[config.mk]
export PLATFORM = sky130hd
export DESIGN_NAME = mdu_sequencer
export DESIGN_NICKNAME = d
export VERILOG_FILES = /design/src/rtl/mdu_pkg.sv /design/src/rtl/mdu_step.sv /design/src/rtl/mdu_sequencer.sv
export SDC_FILE = /design/constraint.sdc
export NUM_CORES = 1
export LEC_CHECK = 0
export ABC_AREA = 1
export BUFFER_PORTS_ARGS = -buffer_cell sky130_fd_sc_hd__buf_2
export CAP_MARGIN = 20
export CORE_MARGIN = 5
export CORE_UTILIZATION = 51
export DETAILED_ROUTE_END_ITERATION = 10
export PLACE_DENSITY_LB_ADDON = 0.25
export SETUP_SLACK_MARGIN = 0.05
export SYNTH_ARGS = -nofsm -noshare
export SYNTH_HDL_FRONTEND = slang
export SYNTH_SLANG_ARGS = --single-unit
[constraint.sdc]
create_clock -name clock -period 4.3 [get_ports clock]
set_input_delay 0.86 -clock clock [delete_from_list [all_inputs] [get_ports clock]]
set_output_delay 0.86 -clock clock [all_outputs]
set_load 0.005 [all_outputs]
[src/rtl/mdu_pkg.sv]
// Shared definitions for the multiply/divide unit: op encodings, FSM states,
// iteration count and the divide-by-zero result constant.
package mdu_pkg;

  typedef enum logic [1:0] {
    OP_MULT  = 2'b00,
    OP_MULTU = 2'b01,
    OP_DIV   = 2'b10,
    OP_DIVU  = 2'b11
  } mdu_op_t;

  typedef enum logic [1:0] {
    ST_IDLE,
    ST_CALC,
    ST_FIX,
    ST_DONE
  } mdu_state_t;

  localparam int          MDU_STEPS   = 32;
  localparam logic [31:0] DIV_ZERO_LO = 32'hFFFF_FFFF;

  // Absolute value for signed ops; unsigned ops pass the value through.
  function automatic logic [31:0] magnitude(input logic [31:0] value, input logic is_signed);
    return (is_signed && value[31]) ? (~value + 32'd1) : value;
  endfunction

endpackage

[src/rtl/mdu_step.sv]
// One radix-2 iteration on operand magnitudes.
// Multiply: shift-add, multiplier in acc_lo, partial product grows in acc_hi.
// Divide: restoring subtract, dividend shifts out of acc_lo, quotient bits
// shift into acc_lo, partial remainder lives in acc_hi.
module mdu_step (
  input  logic        is_div,
  input  logic [31:0] acc_hi,
  input  logic [31:0] acc_lo,
  input  logic [31:0] operand,
  output logic [31:0] next_hi,
  output logic [31:0] next_lo
);

  logic [32:0] add_sum;
  logic [32:0] shifted;
  logic        fits;
  logic [31:0] rem_sub;

  // Compute both the multiply and divide step and select by op class
  always_comb begin
    add_sum = {1'b0, acc_hi} + (acc_lo[0] ? {1'b0, operand} : 33'd0);
    shifted = {acc_hi, acc_lo[31]};
    fits    = (shifted >= {1'b0, operand});
    rem_sub = shifted[31:0] - operand;
    if (is_div) begin
      next_hi = fits ? rem_sub : shifted[31:0];
      next_lo = {acc_lo[30:0], fits};
    end else begin
      next_hi = add_sum[32:1];
      next_lo = {add_sum[0], acc_lo[31:1]};
    end
  end

endmodule

[src/rtl/mdu_sequencer.sv]
// Iterative HI/LO multiply/divide unit: 32 CALC steps, one FIX cycle for sign
// correction, commit into hi/lo on entry to DONE. Owns every register.
module mdu_sequencer
  import mdu_pkg::*;
(
  input  logic        clock,
  input  logic        reset,
  input  logic        start,
  input  logic [1:0]  op,
  input  logic [31:0] a,
  input  logic [31:0] b,
  input  logic        cancel,
  input  logic        hilo_read,
  input  logic        hi_we,
  input  logic        lo_we,
  input  logic [31:0] wdata,
  output logic        busy,
  output logic        done,
  output logic        stall,
  output logic [31:0] hi,
  output logic [31:0] lo
);

  mdu_state_t  state, next_state;
  logic [4:0]  count;
  logic        op_div;
  logic        neg_res;
  logic        neg_rem;
  logic        div_zero;
  logic [31:0] a_raw;
  logic [31:0] operand;
  logic [31:0] acc_hi, acc_lo;
  logic [31:0] step_hi, step_lo;
  logic [31:0] fix_hi, fix_lo;
  logic [63:0] product;
  logic        op_signed;

  assign op_signed = ~op[0];

  mdu_step u_step (
    .is_div  (op_div),
    .acc_hi  (acc_hi),
    .acc_lo  (acc_lo),
    .operand (operand),
    .next_hi (step_hi),
    .next_lo (step_lo)
  );

  // State register
  always_ff @(posedge clock) begin
    if (reset) state <= ST_IDLE;
    else       state <= next_state;
  end

  // Next-state logic and status outputs; cancel aborts any active state
  always_comb begin
    next_state = state;
    busy       = (state != ST_IDLE);
    done       = (state == ST_DONE);
    stall      = busy & (start | hilo_read | hi_we | lo_we);
    case (state)
      ST_IDLE: if (start && !cancel) next_state = ST_CALC;
      ST_CALC: if (count == 5'(MDU_STEPS - 1)) next_state = ST_FIX;
      ST_FIX:  next_state = ST_DONE;
      ST_DONE: next_state = ST_IDLE;
      default: next_state = ST_IDLE;
    endcase
    if (state != ST_IDLE && cancel) next_state = ST_IDLE;
  end

  // Sign correction of the raw magnitude result, with the divide-by-zero override
  always_comb begin
    product = {acc_hi, acc_lo};
    fix_hi  = acc_hi;
    fix_lo  = acc_lo;
    if (op_div) begin
      if (div_zero) begin
        fix_hi = a_raw;
        fix_lo = DIV_ZERO_LO;
      end else begin
        fix_hi = neg_rem ? (~acc_hi + 32'd1) : acc_hi;
        fix_lo = neg_res ? (~acc_lo + 32'd1) : acc_lo;
      end
    end else if (neg_res) begin
      {fix_hi, fix_lo} = ~product + 64'd1;
    end
  end

  // Operand latch, iteration datapath, and the architectural hi/lo registers
  always_ff @(posedge clock) begin
    if (reset) begin
      count    <= '0;
      op_div   <= 1'b0;
      neg_res  <= 1'b0;
      neg_rem  <= 1'b0;
      div_zero <= 1'b0;
      a_raw    <= '0;
      operand  <= '0;
      acc_hi   <= '0;
      acc_lo   <= '0;
      hi       <= '0;
      lo       <= '0;
    end else begin
      case (state)
        ST_IDLE: begin
          count <= '0;
          if (start && !cancel) begin
            op_div   <= op[1];
            neg_res  <= op_signed & (a[31] ^ b[31]);
            neg_rem  <= op_signed & a[31];
            div_zero <= (b == 32'd0);
            a_raw    <= a;
            operand  <= magnitude(b, op_signed);
            acc_hi   <= '0;
            acc_lo   <= magnitude(a, op_signed);
          end
          if (hi_we) hi <= wdata;
          if (lo_we) lo <= wdata;
        end
        ST_CALC: begin
          if (cancel) begin
            count <= '0;
          end else begin
            acc_hi <= step_hi;
            acc_lo <= step_lo;
            count  <= count + 5'd1;
          end
        end
        ST_FIX: begin
          if (!cancel) begin
            hi <= fix_hi;
            lo <= fix_lo;
          end
        end
        default: ;
      endcase
    end
  end

endmodule

==> flow_summary.toml <==
[status]
status = "complete, no violations"

[route]
drt_iter0_markers = 3166
ant_nets = 0
viasPerCell = 5.91
drc_errors = 0
wl_microns = 82900
num_vias = 23400
drtPass1Iterations = 8
wl_per_cell_microns = 20.9

[placed_design]
portBuffers = 171
place_congestion = 1.07
dp_hpwl_microns = 65300

[run]
cap_viol_max_count = 0

[timing]
final_max_slew_viol_count = 0
period_needed_ns = 3.31
max_slew.worst_pin.slew_ns = 1.18
rsz0062_at_grt = "false"
final.setup.tns_ns = 0
max_freq_mhz = 302
setup_viol = 0
max-slew-margin-rel_pct = 21.3
post-route-period-util_pct = 77.1
finalClockSkew_ns = 0.0492
hold_viol = 0

[clock_tree]
cts_tree = "built"
htree_levels = 1
cts_setup_buffers = 0
numCtsBuffers = 25
cts-resized-gates = 0
cts_hold_buffers = 0
clk_pin_slew_ns = 0.07
cts_sinks = 203
cts_root_buf = "clkbuf_16"
insertion_delay_ns = 0.58
clockBufferDepth = 3

[synthesis]
netlist-cell-type-count = 53
synthCells = 3388
synthFlopType = "dfxtp_1"
async_flop_share_pct = 0
synth-edff-count = 0
ys_seq_area_share_pct = 21.4
netlist_area_sq_um = 19000
syn-num-nets = 3569
yosys_register_bits = 203
syn_avg_cell_area_sq_um = 5.60
yosys_warnings = 0

[grt]
grt_usage_pct = 38.4
grt_pass1_wl_microns = 124000
antenna_found_initial = 2
grt_max_degree = 97
grt_pass1_vias = 20600
overflow = 0

[worst_setup_path]
slowest_delay_ns = 0.49
cp-end-kind = "register"
crit_top_cell = "nand2_1"
cp_data_arrival_time_ns = 3.74
worst_ep_required_time_ns = 4.72
crit_path_start_kind = "register"
crit_chain = "buf_4, nand2_1, fa_1, inv_1, nand3_1, nand3_1, nand2_1, nand2_1, nand2_1, nand2_1, nand2_1, nand3_1, nand2_1, nor2_1, nor2_1, nand2_1, a21oi_1"
cp_slowest_cell = "dfxtp_1"
crit_path_max_fanout = 31
crit_type = "register to register"

[floorplanning]
dieWidth_microns = 203
ios = 172
start_util_pct = 51.8
core_area_sq_um = 36600
dieArea_sq_um = 41100
chipHeight_microns = 203
fp-row-count = 70

[pwr]
ir_worst_vdd_mv = 0.322
power_density_nw_per_um2 = 545
power.leakage_nw = 10.9

[final_layout]
mostFrequentLayoutCells = "nand2_1 (897), inv_1 (485), a21oi_1 (384)"
drive_gt1_share_pct = 8.58
syn2layout_area_growth_pct = 10.8
final_common_cell = "nand2_1"
final_core_util_pct = 57.4
fin_nets = 3661

[min_path]
hold_path_class = "register to register"
cell families after synthesis:
group | Yosys count | share of synthesized area [%]
AOI/OAI and AO/OA | 765 | 21.0
xor gates and xnor gates | 66 | 3.05
adders and majority gates | 76 | 5.10
buffers and inverters | 633 | 12.7
DFF | 203 | 21.4
and+or+nand+nor | 1645 | 36.7
critical path: cells and delay by family, from the launching register on:
kind,cells,cell delay (ns)
buffers and inverters,2,0.60
flip-flops,1,0.49
adder cells (fa/ha/maj),1,0.43
AO/OA/AOI/OAI,1,0.07
AND/OR/NAND/NOR,13,1.55
report_power, final:
group	leakage, nW	internal [W]	total, W	switching, W
clock network	0.421	0.00134	0.00225	0.000909
logic	8.80	0.00179	0.00621	0.00442
registers	1.67	0.00245	0.00300	0.000544
total	10.9	0.00558	0.0115	0.00587
synth_stat cells, types with 2 or more instances:
cell	n	area, sq um
nor3_1	43	215
o21ai_0	306	1530
nand3_1	266	1330
nor4_1	6	37.5
nor2_2	11	68.8
nand2_2	7	43.8
clkinv_1	3	11.3
o21ai_1	7	35.0
nor3_2	4	40.0
clkbuf_1	108	405
fa_1	2	40.0
a211oi_1	2	15.0
o21bai_1	8	60.1
nor2_4	6	67.6
dfxtp_1	203	4060
inv_2	5	18.8
buf_1	14	52.6
nand3b_1	17	128
nand3_2	2	20.0
ha_1	74	926
nand2_1	897	3370
a32oi_1	3	26.3
a21o_1	3	22.5
o22ai_1	3	18.8
a21oi_1	385	1930
o211ai_1	8	60.1
and2_1	4	25.0
a221oi_1	3	26.3
o31ai_1	8	60.1
inv_1	485	1820
nor2_1	326	1220
xor2_1	47	412
a31oi_1	22	138
or2_2	5	31.3
nand4_1	45	282
buf_6	2	22.5
buf_2	14	70.1
xnor2_1	19	166
state kept, by name (all words and copies together) (netlist names):
signal / count
neg_rem: 1
hi: 32
lo: 32
count: 5
operand: 32
state: 2
op_div: 1
a_raw: 32
neg_res: 1
acc_hi: 32
acc_lo: 32
div_zero: 1
per-layer routing:
layer | vias up | GRT usage, % | share of wire (%)
met4 | 2 | 9.55 | 3.2
li1 | 11100 | - | -
met5 | - | 0 | 0.021
met2 | 1471 | 52.3 | 39
met3 | 162 | 11.0 | 14
met1 | 10700 | 58.6 | 44
final timing paths:
check / start / end / slack, ns / depth (start not counted)
setup / recovery: acc_lo[0] / acc_hi[27] / 0.99 / 17
hold / removal: a_raw[25] / a_raw[25] / 0.46 / 2
setup reg to reg: acc_lo[0] / acc_hi[27] / 0.99 / 17
hold reg to reg: a_raw[25] / a_raw[25] / 0.46 / 2
per-stage QoR:
step	hold WS, ns	cell area, sq um	worst slack, ns	std cells	power [W]
after floorplan	0.429	19000	1.73	3388	0.00683
after global placement	0.442	20100	1.22	3921	0.00886
after detailed placement	0.451	20100	1.13	3921	0.00893
after CTS	0.460	21000	1.08	3966	0.0112
after global routing	0.470	21000	0.735	3966	0.0121
final	0.463	21000	0.985	3967	0.0115
layout make-up:
type                    instances  area [sq um]
clock buffers                  37           751
diodes                          1          2.50
inverters                     494          1860
fillers                      3837         15600
multi-input cells            2552         12500
clock inverters                 8           121
repair buffers                204          1130
well taps                     468           586
flip-flops and latches        203          4070
No activity file was read; power rests on OpenSTA's default activity.
